[config.mk]
export PLATFORM = sky130hd
export DESIGN_NAME = bit_word_packer
export DESIGN_NICKNAME = d
export VERILOG_FILES = /design/src/rtl/bit_word_packer_pkg.sv /design/src/rtl/bit_word_packer_word_sel.sv /design/src/rtl/bit_word_packer.sv
export SDC_FILE = /design/constraint.sdc
export NUM_CORES = 1
export LEC_CHECK = 0
export ABC_AREA = 0
export CAP_MARGIN = 20
export CORE_MARGIN = 5
export CORE_UTILIZATION = 55
export CTS_CLUSTER_DIAMETER = 50
export DETAILED_ROUTE_END_ITERATION = 6
export PLACE_DENSITY = 0.84
export SYNTH_ARGS = -nofsm -noshare
export SYNTH_HDL_FRONTEND = slang
export SYNTH_SLANG_ARGS = --single-unit
[constraint.sdc]
create_clock -name clk -period 4.2 [get_ports clk]
set_input_delay 0.84 -clock clk [delete_from_list [all_inputs] [get_ports clk]]
set_output_delay 0.84 -clock clk [all_outputs]
set_load 0.01 [all_outputs]
[src/rtl/bit_word_packer_pkg.sv]
// Shared types and sizing helpers for the bit-to-word packer.
package packer_pkg;

    typedef enum logic {
        IDLE = 1'b0,
        SEND = 1'b1
    } state_t;

    function automatic int nwords_f(input int nbits, input int width);
        return (nbits + width - 1) / width;
    endfunction

    // A single-word frame still needs a one-bit index port.
    function automatic int idx_w_f(input int nwords);
        return (nwords > 1) ? $clog2(nwords) : 1;
    endfunction

endpackage

[src/rtl/bit_word_packer_word_sel.sv]
// Combinational word select from the zero-padded snapshot.
module packer_word_sel
    import packer_pkg::*;
#(
    parameter int NBITS  = 200,
    parameter int WIDTH  = 32,
    parameter int NWORDS = nwords_f(NBITS, WIDTH),
    parameter int IDXW   = idx_w_f(NWORDS)
) (
    input  logic [NBITS-1:0] snap,
    input  logic [IDXW-1:0]  idx,
    output logic [WIDTH-1:0] word
);

    localparam int PADW = NWORDS * WIDTH;

    logic [PADW-1:0]  padded;
    logic [WIDTH-1:0] words [NWORDS];

    generate
        if (PADW > NBITS) begin : g_pad
            assign padded = {{(PADW - NBITS){1'b0}}, snap};
        end else begin : g_nopad
            assign padded = snap;
        end

        for (genvar gi = 0; gi < NWORDS; gi++) begin : g_words
            assign words[gi] = padded[gi*WIDTH +: WIDTH];
        end
    endgenerate

    // Indices past the last word select zero rather than wrapping.
    always_comb begin
        word = '0;
        for (int i = 0; i < NWORDS; i++) begin
            if (idx == IDXW'(i)) begin
                word = words[i];
            end
        end
    end

endmodule

[src/rtl/bit_word_packer.sv]
// Snapshots a wide scalar vector and streams it out LSB word first over valid/ready.
module bit_word_packer
    import packer_pkg::*;
#(
    parameter  int NBITS  = 200,
    parameter  int WIDTH  = 32,
    parameter  int CNTW   = 8,
    localparam int NWORDS = nwords_f(NBITS, WIDTH),
    localparam int IDXW   = idx_w_f(NWORDS)
) (
    input  logic             clk,
    input  logic             rst_n,
    input  logic             capture,
    input  logic [NBITS-1:0] bits,
    output logic [WIDTH-1:0] out_data,
    output logic             out_valid,
    input  logic             out_ready,
    output logic             out_last,
    output logic [IDXW-1:0]  out_idx,
    output logic             busy,
    output logic [CNTW-1:0]  drop_cnt
);

    localparam logic [IDXW-1:0] LAST_IDX = IDXW'(NWORDS - 1);
    localparam logic [CNTW-1:0] CNT_MAX  = '1;

    state_t           state_reg;
    logic [NBITS-1:0] snap_reg;
    logic [NBITS-1:0] snap_sel;
    logic [IDXW-1:0]  idx_sel;
    logic [WIDTH-1:0] word_sel;
    logic             xfer;
    logic             load;
    logic             advance;
    logic             drop;

    // The selector looks at the post-edge snapshot/index so out_data can be registered.
    always_comb begin
        xfer     = out_valid & out_ready;
        load     = capture & ((state_reg == IDLE) | (xfer & out_last));
        advance  = xfer & ~out_last;
        drop     = capture & (state_reg == SEND) & ~(xfer & out_last);
        snap_sel = load ? bits : snap_reg;
        idx_sel  = load ? '0 : (advance ? out_idx + IDXW'(1) : out_idx);
    end

    packer_word_sel #(
        .NBITS  (NBITS),
        .WIDTH  (WIDTH),
        .NWORDS (NWORDS),
        .IDXW   (IDXW)
    ) u_word_sel (
        .snap (snap_sel),
        .idx  (idx_sel),
        .word (word_sel)
    );

    always_ff @(posedge clk or negedge rst_n) begin
        if (!rst_n) begin
            state_reg <= IDLE;
            snap_reg  <= '0;
            out_data  <= '0;
            out_valid <= 1'b0;
            out_last  <= 1'b0;
            out_idx   <= '0;
            busy      <= 1'b0;
            drop_cnt  <= '0;
        end else begin
            if (drop && drop_cnt != CNT_MAX) begin
                drop_cnt <= drop_cnt + CNTW'(1);
            end

            if (load) begin
                state_reg <= SEND;
                snap_reg  <= bits;
                out_valid <= 1'b1;
                busy      <= 1'b1;
                out_idx   <= '0;
                out_last  <= (LAST_IDX == '0);
                out_data  <= word_sel;
            end else if (xfer && out_last) begin
                state_reg <= IDLE;
                out_valid <= 1'b0;
                busy      <= 1'b0;
                out_idx   <= '0;
                out_last  <= 1'b0;
                out_data  <= '0;
            end else if (advance) begin
                out_idx   <= idx_sel;
                out_last  <= (idx_sel == LAST_IDX);
                out_data  <= word_sel;
            end
        end
    end

endmodule

==> qor.csv <==
metric,value,unit
outcome,"complete, no violations",
antenna violations before repair,1,
number of search-and-repair iterations in the first detailed-routing pass,5,
floorplan die width,153,um
final routed wire length divided by cell count,19.1,um
area of the core,20200,sq um
part of the Yosys area used for sequential elements,0.547,
WP data required,4.63,ns
leakage power,7.20,nW
Total Negative Setup Slacks,0,ns
number of top-level design ports,250,
Detail Route Antenna Nets,0,
htree depth,1,
final setup violating endpoints,0,
net switching power,4.24,mW
"commonest non-fill, non-tap cells in the layout","sky130_fd_sc_hd__nand2_1, sky130_fd_sc_hd__clkdlybuf4s50_1, sky130_fd_sc_hd__dfrtp_1",
Placement Rows,52,
Die Y-Extent,153,um
ratio of cells with drive above 1 in the final layout,0.0995,
power density over the cells,763,nW/um^2
Post-Place Cells,1698,
maximum number of pins on one net before global-route repair,127,
predominant post-synthesis flop cell,sky130_fd_sc_hd__dfrtp_1,
Flop pwr share,0.348,
number of cells upsized or downsized after cts,0,
top cell family by delay on the critical path,compound AO/OA/AOI/OAI gates,
cell-internal power,7.26,mW
CTS max path bufs,3,
arrival time of data at the critical path endpoint,3.69,ns
Tmin final,3.26,ns
Pins Over Slew Limit,0,
clock skew,0.00772,ns
area added between synthesis and finish,34.6,%
combinational power share,0.410,
wire length of the first global-routing pass,52900,um
final routed wirelength across all metal layers,33400,um
Total Die Area,23300,sq um
number of buffer and inverter instances along the worst setup path,1,
Post-Syn Nets,1428,
clock latency reported for the late side of the worst-skew pair,0.54,ns
area taken by flip-flops and latches,6130,sq um
Non-Filler Instances,1748,
Sinks on Clock Net,245,
slew at the pin closest to its max-slew limit,0.971,ns
max-cap viol count,0,
cts hold-fix bufs,0,
buffer count from post-CTS setup fixing,0,
vias per std cell,5.66,
post-route cell area,15100,sq um
clock slew at the register clock pins of the worst setup and hold paths,0.06,ns
TritonCTS Buffers,28,
total of fill cells in the finished design,1394,
total of buffers placed on input and output ports,249,
Post-synth EDFFs,0,
via count,9897,
r2r startpoint,state_reg,
CTS tree,built,
Total Nets Final,1664,
routed wire length on met2,15700,um
Critical Path Slowest Stage Cell,sky130_fd_sc_hd__clkdlybuf4s50_1,
chain of cells forming the critical path,clkdlybuf4s50_1 -> o311ai_4 -> nand2_2 -> nor2_4 -> a221oi_1 -> o31ai_1,
Max stage delay on crit path,0.82,ns
depth of the most critical reg-to-reg path,6,
tightest slew margin relative to the limit,0.353,
total count of hold-check failures in the final report,0,
maximum fanout along the worst path,24,
final global-route overflow total,0,
wire length on met3,3030,um
detailed placer's ending HPWL,22500,um
register bit count reported by yosys,245,
CP startpoint kind,primary input,
GRT Total Usage,0.276,
Setup crit end kind,register,
RSZ-0062 raised after global routing,no,
Syn Std Cell Area,11200,sq um
final cell utilization of the core,0.748,
# diodes,0,
final weighted congestion in routability-driven placement,0.873,
area occupied by multi-input gates,4690,sq um
wire length on met1,13800,um
number of flip-flops under the largest register name,200,
part of the cycle the worst path needs,0.775,
most common library cell in the layout ignoring fill and taps,sky130_fd_sc_hd__nand2_1,
Clock power frac,0.242,
hold crit path type,in -> async,
Syn Area/Cell,9.17,sq um
starting density of the core,0.556,
via count of the first global-routing pass,10100,
capturing point of the worst reg2reg path,out_data[27],
Sw Ratio,0.369,
initial detailed-routing violation count,791,
category of the critical setup timing path,in -> reg,
total placed instance area,14000,sq um
fraction of registers with async set/reset,1.00,
buffer cell driving the clock tree root,sky130_fd_sc_hd__clkbuf_16,
R2R Setup Slk,1.10,ns
peak ir drop on the vdd network,0.000347,V
count of unresolved DRC violations after routing,0,
maximum frequency from static timing analysis,307,MHz
Syn Inst Count,1222,
Cell variety after synth,53,
top layer reached by signal wires,met5,
synth warn,0,
## how the worst max path moves through the flow
stage	start	depth (start not counted)	end	slack, ns
6_report	capture	6	out_data[27]	0.94
5_1_grt	capture	6	out_data[17]	0.80
4_1_cts	capture	6	out_data[27]	0.97
3_5_place_dp	capture	6	out_data[27]	0.44
3_3_place_gp	capture	6	out_data[13]	0.61
2_1_floorplan	out_ready	8	out_data[12]	1.76
## stage by stage
| step | total power, mW | hold slack (ns) | setup slack, ns |
|---|---|---|---|
| floorplan | 6.94 | 0.437 | 1.76 |
| global placement | 8.45 | 0.451 | 0.613 |
| detailed placement | 8.66 | 0.455 | 0.441 |
| CTS | 11.5 | 0.436 | 0.967 |
| global route | 12.2 | 0.472 | 0.804 |
| finish | 11.5 | 0.364 | 0.943 |
## cells by family after synthesis
kind of cell               after synthesis  synth area share
buffers and inverters                   88            0.0375
muxes                                   36            0.0354
and+or+nand+nor                        645             0.242
AOI/OAI and AO/OA                      196             0.127
xor gates and xnor gates                10           0.00849
DFF                                    245             0.547
adders and majority gates                2           0.00223
## worst reg2reg max path, cell delays in order (launching register included)
cell,delay [ns]
sky130_fd_sc_hd__dfrtp_1,0.69
sky130_fd_sc_hd__and3b_1,0.53
sky130_fd_sc_hd__mux2_4,0.42
sky130_fd_sc_hd__nand2_2,0.19
sky130_fd_sc_hd__nor2_4,0.66
sky130_fd_sc_hd__a221oi_1,0.20
sky130_fd_sc_hd__o31ai_1,0.31
## synth_stat cells (3+ instances only)
| master | instances | area share |
|---|---|---|
| sky130_fd_sc_hd__a21o_1 | 16 | 0.011 |
| sky130_fd_sc_hd__a21oi_1 | 8 | 0.0036 |
| sky130_fd_sc_hd__a221oi_1 | 24 | 0.019 |
| sky130_fd_sc_hd__a22oi_1 | 8 | 0.0054 |
| sky130_fd_sc_hd__a31oi_1 | 8 | 0.0045 |
| sky130_fd_sc_hd__a32oi_1 | 24 | 0.019 |
| sky130_fd_sc_hd__and3_1 | 10 | 0.0056 |
| sky130_fd_sc_hd__buf_1 | 4 | 0.0013 |
| sky130_fd_sc_hd__buf_2 | 42 | 0.019 |
| sky130_fd_sc_hd__buf_6 | 4 | 0.0040 |
| sky130_fd_sc_hd__clkbuf_1 | 25 | 0.0084 |
| sky130_fd_sc_hd__dfrtp_1 | 245 | 0.55 |
| sky130_fd_sc_hd__inv_1 | 11 | 0.0037 |
| sky130_fd_sc_hd__mux2_2 | 25 | 0.025 |
| sky130_fd_sc_hd__mux2i_1 | 10 | 0.0089 |
| sky130_fd_sc_hd__nand2_1 | 493 | 0.17 |
| sky130_fd_sc_hd__nand2b_1 | 26 | 0.015 |
| sky130_fd_sc_hd__nand3_1 | 6 | 0.0027 |
| sky130_fd_sc_hd__nand3b_1 | 10 | 0.0067 |
| sky130_fd_sc_hd__nand4_1 | 3 | 0.0017 |
| sky130_fd_sc_hd__nor2_1 | 55 | 0.018 |
| sky130_fd_sc_hd__o21ai_0 | 49 | 0.022 |
| sky130_fd_sc_hd__o221ai_1 | 9 | 0.0070 |
| sky130_fd_sc_hd__o22ai_1 | 8 | 0.0045 |
| sky130_fd_sc_hd__o31ai_1 | 33 | 0.022 |
| sky130_fd_sc_hd__or2_2 | 24 | 0.013 |
| sky130_fd_sc_hd__xnor2_1 | 4 | 0.0031 |
| sky130_fd_sc_hd__xor2_1 | 5 | 0.0039 |
## final cells by class
cell class	count	area share
flip-flops and latches	245	0.407
inverters	11	0.00274
well taps	270	0.0224
repair buffers	283	0.186
clock buffers	33	0.0497
multi-input cells	889	0.311
clock inverters	17	0.0213
## power by group through the flow
stage	clock network, mW	logic, mW	registers [mW]
6_report	2.79	4.72	4.00
5_1_grt	2.90	5.17	4.10
4_1_cts	2.80	4.70	3.99
3_5_place_dp	0	4.65	4.01
3_3_place_gp	0	4.49	3.96
2_1_floorplan	0	3.02	3.92
## layer usage
metal,global-route usage,up-vias
met5,0,-
met4,0.0798,2
met3,0.0687,70
met2,0.446,484
met1,0.375,4774
li1,-,4567
No activity file was read; power rests on OpenSTA's default activity.
